### src/rtl/pipe_ctrl_pkg.sv
// Shared types and encodings for the pipeline controller: stall vectors,
// controller FSM states and the zero word used for idle redirect targets.
package pipe_ctrl_pkg;

  typedef logic [31:0] word_t;
  typedef logic [5:0]  stall_t;

  // Bit order: [0] PC, [1] IF/ID, [2] ID/EX, [3] EX/MEM, [4] MEM/WB, [5] reserved
  localparam stall_t StallNone = 6'b000000;
  localparam stall_t StallId   = 6'b000111;
  localparam stall_t StallEx   = 6'b001111;
  localparam stall_t StallMem  = 6'b011111;

  localparam word_t ZeroWord = 32'h0000_0000;

  typedef enum logic [1:0] {
    CtrlRun    = 2'b00,
    CtrlExwait = 2'b01,
    CtrlExdone = 2'b10
  } ctrl_state_e;

  // Highest-priority-first merge of the per-stage stall requests.
  function automatic stall_t merge_stall(input logic excp, input logic mem,
                                         input logic ex, input logic id);
    if (excp) begin
      return StallNone;
    end else if (mem) begin
      return StallMem;
    end else if (ex) begin
      return StallEx;
    end else if (id) begin
      return StallId;
    end
    return StallNone;
  endfunction

endpackage

### src/rtl/pipe_ctrl_if.sv
// Request/response bundle between the pipeline stages and pipe_ctrl.
// The pipeline side is the master; the controller is the slave.
interface pipe_ctrl_if
  import pipe_ctrl_pkg::*;
#(
  parameter int unsigned CNT_W = 6
);

  // Requests from the pipeline stages
  logic             stallreq_id;
  logic             ex_multi_start;
  logic [CNT_W-1:0] ex_multi_cycles;
  logic             stallreq_mem;
  logic             excp_valid;
  word_t            excp_vector;

  // Control back to the pipeline registers
  stall_t           stall;
  logic             flush;
  word_t            new_pc;
  logic             ex_done;
  logic             ex_abort;
  logic             bus_err;

  modport master (
    output stallreq_id, ex_multi_start, ex_multi_cycles, stallreq_mem,
           excp_valid, excp_vector,
    input  stall, flush, new_pc, ex_done, ex_abort, bus_err
  );

  modport slave (
    input  stallreq_id, ex_multi_start, ex_multi_cycles, stallreq_mem,
           excp_valid, excp_vector,
    output stall, flush, new_pc, ex_done, ex_abort, bus_err
  );

endinterface

### src/rtl/pipe_ctrl_bus_watchdog.sv
// Counts consecutive MEM bus-wait cycles and pulses bus_err each time the
// run reaches BUS_TIMEOUT cycles. BUS_TIMEOUT of 0 disables it entirely.
module pipe_ctrl_bus_watchdog #(
  parameter int unsigned BUS_TIMEOUT = 255,
  parameter int unsigned TO_W        = 8    // must be wide enough for BUS_TIMEOUT-1
) (
  input  logic clk,
  input  logic rst,
  input  logic stallreq_mem,
  input  logic clr,
  output logic bus_err
);

  localparam bit              Enabled = (BUS_TIMEOUT != 0);
  localparam int unsigned     LastCnt = Enabled ? (BUS_TIMEOUT - 1) : 0;
  localparam logic [TO_W-1:0] LastVal = TO_W'(LastCnt);

  logic [TO_W-1:0] to_cnt_q;
  logic            counting;

  assign counting = stallreq_mem && !clr;

  always_comb begin
    bus_err = 1'b0;
    if (Enabled && !rst && counting && (to_cnt_q == LastVal)) begin
      bus_err = 1'b1;
    end
  end

  // The stall is not released on expiry; the count restarts so a bus that
  // stays stuck keeps reporting every BUS_TIMEOUT cycles.
  always_ff @(posedge clk) begin
    if (rst) begin
      to_cnt_q <= '0;
    end else if (!Enabled || !counting || bus_err) begin
      to_cnt_q <= '0;
    end else begin
      to_cnt_q <= to_cnt_q + 1'b1;
    end
  end

endmodule

### src/rtl/pipe_ctrl.sv
// Central pipeline controller: merges ID/EX/MEM stall requests with MEM
// exceptions, sequences multi-cycle EX ops and hosts the bus watchdog.
module pipe_ctrl
  import pipe_ctrl_pkg::*;
#(
  parameter int unsigned CNT_W       = 6,
  parameter int unsigned BUS_TIMEOUT = 255,
  parameter int unsigned TO_W        = 8
) (
  input  logic        clk,
  input  logic        rst,
  pipe_ctrl_if.slave  ctrl
);

  ctrl_state_e      state_q;
  logic [CNT_W-1:0] cnt_q;

  logic             ex_stall;
  logic             ex_done_raw;
  logic             ex_abort_raw;
  logic             wd_err;
  stall_t           stall_vec;
  logic             n_is_zero;
  logic             n_is_one;

  assign n_is_zero = (ctrl.ex_multi_cycles == '0);
  assign n_is_one  = (ctrl.ex_multi_cycles == CNT_W'(1));

  // EX-side request decode from the current state and the EX inputs.
  always_comb begin
    ex_stall     = 1'b0;
    ex_done_raw  = 1'b0;
    ex_abort_raw = 1'b0;
    unique case (state_q)
      CtrlRun: begin
        if (ctrl.ex_multi_start) begin
          ex_stall    = !n_is_zero;
          ex_done_raw = n_is_zero || n_is_one;
        end
      end
      CtrlExwait: begin
        ex_stall    = 1'b1;
        ex_done_raw = (cnt_q == CNT_W'(1));
      end
      CtrlExdone: begin
        // Finished op still sits in EX; a fresh start here is the same instruction.
        ex_stall    = 1'b0;
        ex_done_raw = 1'b0;
      end
      default: begin
        ex_stall    = 1'b0;
        ex_done_raw = 1'b0;
      end
    endcase
    if (ctrl.excp_valid) begin
      ex_done_raw  = 1'b0;
      ex_abort_raw = (state_q == CtrlExwait) ||
                     ((state_q == CtrlRun) && ctrl.ex_multi_start);
    end
  end

  assign stall_vec = merge_stall(ctrl.excp_valid, ctrl.stallreq_mem, ex_stall,
                                 ctrl.stallreq_id);

  always_comb begin
    ctrl.stall    = StallNone;
    ctrl.flush    = 1'b0;
    ctrl.new_pc   = ZeroWord;
    ctrl.ex_done  = 1'b0;
    ctrl.ex_abort = 1'b0;
    ctrl.bus_err  = 1'b0;
    if (!rst) begin
      ctrl.stall    = stall_vec;
      ctrl.flush    = ctrl.excp_valid;
      ctrl.new_pc   = ctrl.excp_valid ? ctrl.excp_vector : ZeroWord;
      ctrl.ex_done  = ex_done_raw;
      ctrl.ex_abort = ex_abort_raw;
      ctrl.bus_err  = wd_err;
    end
  end

  // Multi-cycle EX sequencer. cnt_q holds the stall cycles left after the
  // current one, so an N-cycle op stalls exactly N cycles.
  always_ff @(posedge clk) begin
    if (rst) begin
      state_q <= CtrlRun;
      cnt_q   <= '0;
    end else if (ctrl.excp_valid) begin
      state_q <= CtrlRun;
      cnt_q   <= '0;
    end else begin
      unique case (state_q)
        CtrlRun: begin
          if (ctrl.ex_multi_start) begin
            if (n_is_zero) begin
              state_q <= CtrlExdone;
              cnt_q   <= '0;
            end else begin
              state_q <= n_is_one ? CtrlExdone : CtrlExwait;
              cnt_q   <= ctrl.ex_multi_cycles - 1'b1;
            end
          end
        end
        CtrlExwait: begin
          cnt_q <= cnt_q - 1'b1;
          if (cnt_q == CNT_W'(1)) begin
            state_q <= CtrlExdone;
          end
        end
        CtrlExdone: begin
          // A new instruction enters EX once ID/EX is no longer held.
          if (!stall_vec[2]) begin
            state_q <= CtrlRun;
          end
        end
        default: begin
          state_q <= CtrlRun;
          cnt_q   <= '0;
        end
      endcase
    end
  end

  pipe_ctrl_bus_watchdog #(
    .BUS_TIMEOUT (BUS_TIMEOUT),
    .TO_W        (TO_W)
  ) u_bus_watchdog (
    .clk          (clk),
    .rst          (rst),
    .stallreq_mem (ctrl.stallreq_mem),
    .clr          (ctrl.excp_valid),
    .bus_err      (wd_err)
  );

  reserved_stall_bit_zero: assert property (@(posedge clk) !ctrl.stall[5]);
  done_abort_exclusive: assert property (@(posedge clk) !(ctrl.ex_done && ctrl.ex_abort));
  flush_has_no_stall: assert property (@(posedge clk) ctrl.flush |-> (ctrl.stall == StallNone));

endmodule

### src/flat_wrapper.sv
// flat-port wrapper written by rule: the top's interface ports become plain ports
module pipe_ctrl_flat import pipe_ctrl_pkg::*;
#(
  parameter int unsigned CNT_W       = 6,
  parameter int unsigned BUS_TIMEOUT = 255,
  parameter int unsigned TO_W        = 8
)
  (clk, rst, ctrl_stallreq_id, ctrl_ex_multi_start, ctrl_ex_multi_cycles, ctrl_stallreq_mem, ctrl_excp_valid, ctrl_excp_vector, ctrl_stall, ctrl_flush, ctrl_new_pc, ctrl_ex_done, ctrl_ex_abort, ctrl_bus_err);
  pipe_ctrl_if #(.CNT_W(CNT_W)) ctrl_i ();
  input  logic clk;
  input  logic rst;
  input wire logic [$bits(ctrl_i.stallreq_id)-1:0] ctrl_stallreq_id;
  input wire logic [$bits(ctrl_i.ex_multi_start)-1:0] ctrl_ex_multi_start;
  input wire logic [$bits(ctrl_i.ex_multi_cycles)-1:0] ctrl_ex_multi_cycles;
  input wire logic [$bits(ctrl_i.stallreq_mem)-1:0] ctrl_stallreq_mem;
  input wire logic [$bits(ctrl_i.excp_valid)-1:0] ctrl_excp_valid;
  input wire logic [$bits(ctrl_i.excp_vector)-1:0] ctrl_excp_vector;
  output wire logic [$bits(ctrl_i.stall)-1:0] ctrl_stall;
  output wire logic [$bits(ctrl_i.flush)-1:0] ctrl_flush;
  output wire logic [$bits(ctrl_i.new_pc)-1:0] ctrl_new_pc;
  output wire logic [$bits(ctrl_i.ex_done)-1:0] ctrl_ex_done;
  output wire logic [$bits(ctrl_i.ex_abort)-1:0] ctrl_ex_abort;
  output wire logic [$bits(ctrl_i.bus_err)-1:0] ctrl_bus_err;
  assign ctrl_i.stallreq_id = ctrl_stallreq_id;
  assign ctrl_i.ex_multi_start = ctrl_ex_multi_start;
  assign ctrl_i.ex_multi_cycles = ctrl_ex_multi_cycles;
  assign ctrl_i.stallreq_mem = ctrl_stallreq_mem;
  assign ctrl_i.excp_valid = ctrl_excp_valid;
  assign ctrl_i.excp_vector = ctrl_excp_vector;
  assign ctrl_stall = ctrl_i.stall;
  assign ctrl_flush = ctrl_i.flush;
  assign ctrl_new_pc = ctrl_i.new_pc;
  assign ctrl_ex_done = ctrl_i.ex_done;
  assign ctrl_ex_abort = ctrl_i.ex_abort;
  assign ctrl_bus_err = ctrl_i.bus_err;
  pipe_ctrl #(.CNT_W(CNT_W), .BUS_TIMEOUT(BUS_TIMEOUT), .TO_W(TO_W)) u_core (.clk(clk), .rst(rst), .ctrl(ctrl_i));
endmodule
### config.mk
export PLATFORM = sky130hd
export DESIGN_NAME = pipe_ctrl_flat
export DESIGN_NICKNAME = d
export VERILOG_FILES = /design/src/rtl/pipe_ctrl_pkg.sv /design/src/rtl/pipe_ctrl_if.sv /design/src/rtl/pipe_ctrl_bus_watchdog.sv /design/src/rtl/pipe_ctrl.sv /design/src/flat_wrapper.sv
export SDC_FILE = /design/constraint.sdc
export NUM_CORES = 1
export LEC_CHECK = 0
export CAP_MARGIN = 20
export CORE_UTILIZATION = 37
export CTS_BUF_LIST = sky130_fd_sc_hd__clkbuf_4 sky130_fd_sc_hd__clkbuf_8
export CTS_CLUSTER_SIZE = 20
export DETAILED_ROUTE_END_ITERATION = 6
export HOLD_SLACK_MARGIN = 0.08
export MAX_ROUTING_LAYER = met4
export PLACE_DENSITY = 0.88
export SETUP_SLACK_MARGIN = 0.3
export SLEW_MARGIN = 20
export SYNTH_ARGS = -nofsm -noshare
export SYNTH_HDL_FRONTEND = slang
export SYNTH_SLANG_ARGS = --single-unit
### constraint.sdc
create_clock -name clk -period 2 [get_ports clk]
set_input_delay 0.4 -clock clk [delete_from_list [all_inputs] [get_ports clk]]
set_output_delay 0.4 -clock clk [all_outputs]
set_load 0.02 [all_outputs]
== Yosys cells after proc, flatten, opt, wreduce, memory -nomap -nowiden ==
Cells that the tools add are included.
Word-level totals
  logic and storage cells: 64
  input bits: 44
  register bits after elaboration: 16
Operators by class
  equal/unequal tests: 8
  reduce and logical (&&, ||, !) cells: 17
  add/subtract/negate cells: 3
  multiplexer cells: 32
  bitwise gates (word level): 1
Operator list (count)
  $mux 32: 2
  $mux 6: 8
  $pmux 6 s3: 1
  $mux 1: 13
  $eq 6x1->1 const B: 2
  $sub 6x1->6 const B: 2
  $mux 2: 5
  $add 8x1->8 const B: 1
  $eq 8x8->1 const B: 1
  $logic_not 6->1: 1
  $ne 2x2->1 const B: 3
  $pmux 2 s3: 1
  $logic_and 1x1->1: 4
  $logic_not 1->1: 4
  $pmux 1 s2: 2
  $reduce_or 2->1: 2
  $logic_or 1x1->1: 3
  $reduce_and 3->1: 1
  $eq 2x1->1 const B: 1
  $eq 2x2->1 const B: 1
  $logic_not 2->1: 1
  $reduce_and 2->1: 1
  $not 1->1: 1

== Depth between registers and ports, before layout ==
Gate-level depths: netlist of run 1.
  word-level depth: 10
  gate-level depth with buffers: 6
  depth with buffers taken out: 6

== Cells and area by module ==
A second synthesis of run 1 with hierarchy kept.
Unflattened totals
  cells, all modules: 174
  area total of the unflattened synthesis: 1323.8 um^2
By module, submodules not included
  pipe_ctrl: cells an instance 132, area an instance 928.4 um^2, times used 1, sequential area each 160.2 um^2
  pipe_ctrl_bus_watchdog: cells an instance 42, area an instance 395.4 um^2, times used 1, sequential area each 160.2 um^2

== Least setup slack after synthesis of run 1 ==
OpenSTA, ideal clock, no wires.
  kind: in2out
  start point: input ctrl_ex_multi_cycles[0]
  end point: output ctrl_stall[1]
  setup slack: -0.015 ns
  arrival: 1.615 ns
  cell stages on the path: 6
  path through: inv_1 > ha_1 > a211oi_1 > nor4_1 > nor2_1 > buf_4
Between the ends
  cells in the longest elaborated chain, start to end: 9
  elaborated cells on any way between the ends: 12
Ends and longest elaborated chain
  start: declaration: RTL line flat_wrapper.sv:14  | input wire logic [$bits(ctrl_i.ex_multi_cycles)-1:0] ctrl_ex_multi_cycles;
  $logic_not 6->1 *: RTL line pipe_ctrl.sv:26  | assign n_is_zero = (ctrl.ex_multi_cycles == '0);
  $logic_not 1->1 *: RTL line pipe_ctrl.sv:37  | ex_stall = !n_is_zero;
  $mux 1 *: RTL line pipe_ctrl.sv:36  | if (ctrl.ex_multi_start) begin
  $pmux 1 s2 *: RTL line pipe_ctrl.sv:34  | unique case (state_q)
  $mux 6 or $mux 1 (tied branches): RTL line pipe_ctrl_pkg.sv:29  | end else if (ex) begin
  $mux 6 or $mux 1 (tied branches): RTL line pipe_ctrl_pkg.sv:27  | end else if (mem) begin
  $mux 6 or $mux 1 (tied branches): RTL line pipe_ctrl_pkg.sv:25  | if (excp) begin
  $mux 6 *: RTL line pipe_ctrl_pkg.sv:34  | return StallNone;
  $mux 6 *: RTL line pipe_ctrl.sv:72  | if (!rst) begin
  end: declaration: RTL line flat_wrapper.sv:18  | output wire logic [$bits(ctrl_i.stall)-1:0] ctrl_stall;
Every way passes the cells marked *; elsewhere a longest branch is shown, timed or not.

== Final worst setup path of run 1 ==
  start point: input ctrl_ex_multi_cycles[5]
  end point: output ctrl_ex_done
Between the ends
  cells in the longest elaborated chain, start to end: 6
  elaborated cells on any way between the ends: 7
Ends and longest elaborated chain
  $eq 6x1->1 or $logic_not 6->1 (tied branches): RTL line pipe_ctrl.sv:27, pipe_ctrl.sv:26
  $logic_or 1x1->1 *: RTL line pipe_ctrl.sv:38  | ex_done_raw = n_is_zero || n_is_one;
  $mux 1 *: RTL line pipe_ctrl.sv:36
  $pmux 1 s2 *: RTL line pipe_ctrl.sv:34
  $mux 1 *: RTL line pipe_ctrl.sv:55  | if (ctrl.excp_valid) begin
  $mux 1 *: RTL line pipe_ctrl.sv:72
  end: declaration: RTL line flat_wrapper.sv:21  | output wire logic [$bits(ctrl_i.ex_done)-1:0] ctrl_ex_done;
Marks and branches as above.

==> run metrics, run 1 <==
switch share=between 30% and 40%; wire length per cell=about 17 µm; Final Cycle Share=104%; Crit-path slowest cell=nor4_4; Seq cells post-synth=16; final count of negative-setup-slack endpoints=1; Final ANT Viol Nets=0; Clock Skews=approximately 0.007 ns; CTS clk-pin slew, worst paths=around 0.08 ns; Std-Cell Rows=20; most frequent CP cell=buf_4; hold crit path type=reg2reg; FF-to-FF End=u_core.cnt_q[5]$_SDFFE_PP0P_; post-route setup TNS=-0.0779 ns; kind of critical path=in2out; Post-Syn Area per Cell=just under 8 µm²; sw power=roughly 0.31 mW; total number of vias=between 1,500 and 2,000; WP depth=8; Clk pwr share=21.6%; Post-Syn Nets=roughly 210; Max Slew Vio Count=0; die area=roughly 3700 µm²; worst-path maximum fanout=2; share of cells above drive strength 1=around 49%; Data required, critical path=between 1.5 and 2 ns; Cells after Synth=between 150 and 200; Critical R2R Launch=u_core.cnt_q[2]$_SDFFE_PP0P_; slack of the worst reg-to-reg path=just over 0.4 ns; GRT Residual Overflow=0; Max-Cap Viols=0; cts hold-fix bufs=0; CP arrival=between 1.5 and 2 ns; post-DP HPWL=3760 µm; vias in the first global route=approximately 1,700; Synthesis Warnings=0; first-pass GRT wire length=about 7700 µm; CP bufs+invs=4; # nets final=roughly 340; CP top delay family=buffers and inverters; final worst setup slack=-0.0779 ns; Die W=approximately 61 µm; Static Leak=1.19 nW; PD cells=between 300 and 400 nW/µm²; Seq/Total Area, Yosys=roughly a quarter; Port Buffers=84; Final Util=82.3%; Num CTS Buffers=3; H-tree depth=1; Peak Freq=between 400 and 500 MHz; initial drt markers=roughly 120; failing checks=setup timing; Placer Congestion=~0.9; drc violations=0; register share of total power=34.1%; Worst path max stage delay=0.28 ns; Area growth syn-to-layout=105%; largest net degree at the start of global routing=11; GR Util All Layers=30.0%; path depth of the worst reg2reg path=9; core area=~3200 µm²; Die Y=between 60 and 70 µm; final hold vios=0; I/O pin count=86; CTS tree=yes; DRT Pass-1 Iters=4; CP endpoint kind=output pin; maximum VDD drop=between 0.4 and 0.5 mV; clk root buf=clkbuf_4; Initial Utilization=between 40% and 50%; Unique masters post-synth=38; post-route insts no fill=about 340; crit path from=ctrl_ex_multi_cycles[5]; dpl ws=-0.806 ns; Setup crit end=ctrl_ex_done; combinational fraction of design power=around 44%; Via-to-Cell Ratio=5.11; Power Internal=between 0.6 and 0.7 mW; clock latency on the worst-skew pair=0.30 ns; Pwr Total=0.990 mW; diode count=0; initial antenna violation count=0; Post-Syn Area=between 1000 and 1500 µm²; DP Cell Count=313; status=finished, violations left; CP Cell Sequence=buf_8 > nor4_4 > buf_4 > buf_6 > o2111a_1 > nor2_2 > nor3_2 > buf_4; Critical Path Source Type=primary input; RSZ-0062 raised after global routing=true; # clock sinks=16; maximum clock path buffer count=2; Final min period=between 2 and 2.5 ns; drt total wl=5860 µm
## cell type report
class	instances	area [µm²]
Timing Repair Buffer	134	1140
Multi-Input combinational cell	130	993
Fill cell	200	559
Sequential cell	16	335
Tap cell	44	55.1
Clock buffer	4	36.3
Inverter	8	30.0
## what timing repair did
item | 4_1_cts | 5_1_grt
setup endpoints to repair | 43 | 42
cloned | 4 | 0
pin swaps | 12 | 10
resized for setup | 260 | 27
buffers inserted | 11 | 4
## layer usage
| layer | GRT usage [%] | share of wire, % | wire, µm | up-vias |
|---|---|---|---|---|
| met5 | - | 0 | 0 | - |
| met4 | 10.1 | 3.9 | 231 | 0 |
| met3 | 6.82 | 5.1 | 300 | 24 |
| met2 | 54.0 | 53 | 3130 | 77 |
| met1 | 32.1 | 38 | 2200 | 804 |
| li1 | - | - | - | 813 |
## cells in the final DEF (no fill, tap or decap), types with 2 or more instances in the layout
| cell type | netlist | final |
|---|---|---|
| buf_4 | 3 | 61 |
| clkdlybuf4s50_1 | 0 | 33 |
| and2_1 | 32 | 28 |
| buf_6 | 0 | 20 |
| nor2_1 | 18 | 15 |
| buf_2 | 1 | 13 |
| dfxtp_2 | 0 | 9 |
| xor2_1 | 8 | 8 |
| nand2_1 | 8 | 7 |
| a21oi_1 | 6 | 6 |
| dfxtp_1 | 16 | 6 |
| inv_1 | 8 | 5 |
| ha_1 | 7 | 5 |
| and2_4 | 0 | 4 |
| nand4_1 | 4 | 4 |
| o22ai_1 | 4 | 4 |
| inv_2 | 0 | 3 |
| nor2_2 | 0 | 3 |
| nand3_1 | 3 | 3 |
| xnor2_1 | 3 | 3 |
| nor3b_1 | 4 | 3 |
| clkbuf_4 | 0 | 3 |
| nor4_4 | 1 | 2 |
| a211oi_2 | 0 | 2 |
| o21bai_1 | 2 | 2 |
| nor3_2 | 1 | 2 |
| nor3_1 | 3 | 2 |
| ha_4 | 0 | 2 |
| clkbuf_2 | 0 | 2 |
| dlygate4sd2_1 | 0 | 2 |
| clkdlybuf4s15_2 | 0 | 2 |
## sequential cells by signal (all words and copies together) (netlist names)
name and cells:
u_core.u_bus_watchdog.to_cnt_q 8, u_core.state_q 2, u_core.cnt_q 6
## worst min path at each step
stage,slack (ns),end,startpoint,cells after the start
after floorplan,0.45,u_core.u_bus_watchdog.to_cnt_q[0]$_SDFF_PP0_,u_core.u_bus_watchdog.to_cnt_q[0]$_SDFF_PP0_,1
after global placement,0.47,u_core.u_bus_watchdog.to_cnt_q[0]$_SDFF_PP0_,u_core.u_bus_watchdog.to_cnt_q[0]$_SDFF_PP0_,1
after detailed placement,0.47,u_core.u_bus_watchdog.to_cnt_q[0]$_SDFF_PP0_,u_core.u_bus_watchdog.to_cnt_q[0]$_SDFF_PP0_,1
after CTS,0.46,u_core.u_bus_watchdog.to_cnt_q[0]$_SDFF_PP0_,u_core.u_bus_watchdog.to_cnt_q[0]$_SDFF_PP0_,1
after global routing,0.49,u_core.u_bus_watchdog.to_cnt_q[0]$_SDFF_PP0_,u_core.u_bus_watchdog.to_cnt_q[0]$_SDFF_PP0_,1
final,0.48,u_core.u_bus_watchdog.to_cnt_q[0]$_SDFF_PP0_,u_core.u_bus_watchdog.to_cnt_q[0]$_SDFF_PP0_,1
## Yosys cell counts (all sizes together)
cell,instances,area [µm²]
and2,32,200
nor2,18,67.6
dfxtp,16,320
inv,8,30.0
nand2,8,30.0
xor2,8,70.1
ha,7,87.6
a21oi,6,30.0
clkbuf,5,18.8
buf,4,27.5
nand4,4,25.0
nor3,4,25.0
nor3b,4,30.0
nor4,4,40.0
o22ai,4,25.0
a211oi,3,22.5
nand3,3,15.0
nor2b,3,18.8
xnor2,3,26.3
and3,2,12.5
and4,2,17.5
nand2b,2,20.0
o21bai,2,15.0
a221oi,1,8.76
a222oi,1,10.0
a311oi,1,8.76
a32oi,1,8.76
conb,1,3.75
mux2i,1,10.0
o2111a,1,11.3
o211ai,1,7.51
o21ai,1,5.00
or2,1,6.26
or3,1,11.3
## power groups by stage
| stage | clock network (mW) | registers [mW] | logic, mW |
|---|---|---|---|
| 2_1_floorplan | 0 | 0.342 | 0.155 |
| 3_3_place_gp | 0 | 0.341 | 0.365 |
| 3_5_place_dp | 0 | 0.342 | 0.372 |
| 4_1_cts | 0.219 | 0.337 | 0.410 |
| 5_1_grt | 0.234 | 0.338 | 0.465 |
| 6_report | 0.214 | 0.337 | 0.439 |
## cells by family after synthesis
group                      synth area share [%]
xor gates and xnor gates                   7.61
other                                     0.296
AOI/OAI and AO/OA                          12.1
adders and majority gates                  6.92
DFF                                        25.3
muxes                                     0.791
buffers and inverters                      6.03
and+or+nand+nor                            41.0
## through the flow
step	hold slack (ns)	instance area, µm²
finish	0.478	2590
global route	0.488	2590
floorplan	0.453	1290
CTS	0.461	2520
detailed placement	0.474	2370
global placement	0.471	2370
## worst register-to-register path: cells and delay by family (launching register included)
| family | cells | cell delay [ns] |
|---|---|---|
| buffers and inverters | 5 | 0.61 |
| AND/OR/NAND/NOR | 2 | 0.26 |
| AO/OA/AOI/OAI | 2 | 0.25 |
| flip-flops | 1 | 0.38 |
No activity file was read; power rests on OpenSTA's default activity.
==> inputs of run 2 (changes only) <==
--- a/config.mk
+++ b/config.mk
@@ -6,13 +6,13 @@
 export NUM_CORES = 1
 export LEC_CHECK = 0
 export CAP_MARGIN = 20
-export CORE_UTILIZATION = 37
+export CORE_UTILIZATION = 35
 export CTS_BUF_LIST = sky130_fd_sc_hd__clkbuf_4 sky130_fd_sc_hd__clkbuf_8
 export CTS_CLUSTER_SIZE = 20
 export DETAILED_ROUTE_END_ITERATION = 6
 export HOLD_SLACK_MARGIN = 0.08
 export MAX_ROUTING_LAYER = met4
-export PLACE_DENSITY = 0.88
+export PLACE_DENSITY = 0.84
 export SETUP_SLACK_MARGIN = 0.3
 export SLEW_MARGIN = 20
 export SYNTH_ARGS = -nofsm -noshare
==> constraint.sdc (replaced) <==
create_clock -name clk -period 2.5 [get_ports clk]
set_input_delay 0.375 -clock clk [delete_from_list [all_inputs] [get_ports clk]]
set_output_delay 0.375 -clock clk [all_outputs]
set_load 0.02 [all_outputs]
==> run 2 against run 1 <==
  * The flow now finishes without violations
  * Combinational power down 40%
  * Clock power down 20%
  * Non-clock buffer count down 30
  * First-iteration DRC count down 47%
  * Worst hold slack better by 0.028 ns
  * Register-to-register slack better by 0.54 ns
  * Cell area down 12%
  * Routed wire length down 32%
  * Sequential share of layout area up 1.1 points
  * Global-route usage down 8.4 points
  * Sequential cell count unchanged
  * Highest routed layer unchanged
==> run metrics, run 2 (same netlist as run 1, synthesis figures left out) <==
share of cells above drive strength 1=15.3%; post-DP HPWL=between 3000 and 4000 µm; hold crit path type=reg2reg; Num CTS Buffers=3; Die W=62.1 µm; I/O pin count=86; Die Y=roughly 62 µm; final hold vios=0; cts hold-fix bufs=0; status=finished, final reports clean; initial drt markers=63; Clock Skews=~0.0083 ns; wire length per cell=12.9 µm; drc violations=0; GR Util All Layers=21.6%; most common cell after layout, fill and taps aside=dlygate4sd2_1; H-tree depth=1; Final Cycle Share=a little under nine tenths; post-route insts no fill=just over 300; GRT Residual Overflow=0; # nets final=314; Critical Path Source Type=primary input; Regs by FF count=u_core.u_bus_watchdog.to_cnt_q: 8 flops, u_core.cnt_q: 6 flops, u_core.state_q: 2 flops; Worst path max stage delay=approximately 0.52 ns; DP Cell Count=approximately 300; Crit-path slowest cell=clkdlybuf4s50_1; Final min period=2.14 ns; vias in the first global route=about 1,400; drt total wl=roughly 4000 µm; # clock sinks=16; CTS tree=yes; diode count=0; maximum VDD drop=0.176 mV; Largest Register=u_core.u_bus_watchdog.to_cnt_q; CP endpoint kind=output pin; Max Slew Vio Count=0; PD cells=a little over 300 nW/µm²; clk root buf=clkbuf_4; final count of negative-setup-slack endpoints=0; Initial Utilization=37.4%; CP Cell Sequence=clkdlybuf4s50_1 > nor2b_2 > buf_12 > and2_1 > dlygate4sd2_1; first-pass GRT wire length=~6500 µm; initial antenna violation count=0; max FFs per register=8; commonest non-fill, non-tap cells in the layout=dlygate4sd2_1 (39), clkdlybuf4s50_1 (37), and2_1 (32), buf_4 (21), nor2_1 (17); Final ANT Viol Nets=0; Placer Congestion=around 0.84; Port Buffers=between 80 and 90; Peak Freq=around 470 MHz; Static Leak=around 1.1 nW; clock latency on the worst-skew pair=about 0.28 ns; Std-Cell Rows=21; CTS clk-pin slew, worst paths=roughly 0.090 ns; largest net degree at the start of global routing=34; post-route setup TNS=0 ns; maximum clock path buffer count=2; worst-path maximum fanout=33; Via-to-Cell Ratio=between 4 and 5; Area growth syn-to-layout=80.9%; kind of critical path=in2out; Max-Cap Viols=0; CP arrival=about 1.8 ns; die area=3860 µm²; total number of vias=~1,400; Data required, critical path=around 2.1 ns; core area=roughly 3400 µm²; DRT Pass-1 Iters=4; RSZ-0062 raised after global routing=false
[run 2: path summary, 6_finish.rpt]
check | startpoint | end | slack, ns | cells after the start
worst min-delay path | u_core.u_bus_watchdog.to_cnt_q[0]$_SDFF_PP0_ | u_core.u_bus_watchdog.to_cnt_q[0]$_SDFF_PP0_ | 0.51 | 1
worst max register to register | u_core.state_q[0]$_SDFFE_PP0P_ | u_core.cnt_q[5]$_SDFFE_PP0P_ | 0.95 | 5
worst min register to register | u_core.u_bus_watchdog.to_cnt_q[0]$_SDFF_PP0_ | u_core.u_bus_watchdog.to_cnt_q[0]$_SDFF_PP0_ | 0.51 | 1
worst max-delay path | ctrl_excp_valid | ctrl_new_pc[8] | 0.36 | 5
[run 2: layer usage]
layer / global-route usage (%) / routed length, µm / vias up
li1: - / - / 754
met1: 25.1 / 1710 / 655
met2: 37.8 / 2060 / 34
met3: 2.76 / 137 / 4
met4: 7.85 / 53 / 0
met5: - / 0 / -
[run 2: repair_timing]
| item | in CTS | in global routing |
|---|---|---|
| endpoints found under the setup margin | 40 | 6 |
| buffers inserted | 1 | 0 |
| pin swaps | 6 | 4 |
| resized for setup | 61 | 11 |
[run 2: layout make-up]
| cell class | count | area (µm²) |
|---|---|---|
| Multi-Input combinational cell | 130 | 905 |
| Inverter | 8 | 30.0 |
| Timing Repair Buffer | 104 | 942 |
| Clock buffer | 4 | 36.3 |
| Sequential cell | 16 | 320 |
| Tap cell | 46 | 57.6 |
| Fill cell | 291 | 1100 |
[run 2: worst max-delay path: cells and delay by family]
family / cells / cell delay [ns]
AND/OR/NAND/NOR: 2 / 0.34
buffers and inverters: 3 / 1.04
[run 2: per-stage QoR]
step	hold slack, ns	setup slack, ns	power [mW]	util [%]	cell area, µm²
finish	0.506	0.357	0.706	67.6	2290
global route	0.567	0.311	0.748	67.6	2290
CTS	0.505	0.125	0.703	66.9	2270
detailed placement	0.485	-0.237	0.553	67.1	2270
global placement	0.473	-0.212	0.549	67.1	2270
floorplan	0.453	0.535	0.394	-	1270
[run 2: power by group]
group,switching [mW],internal (mW),total (mW)
Sequential,0.0107,0.262,0.272
Clock,0.0832,0.0885,0.172
Combinational,0.118,0.144,0.262
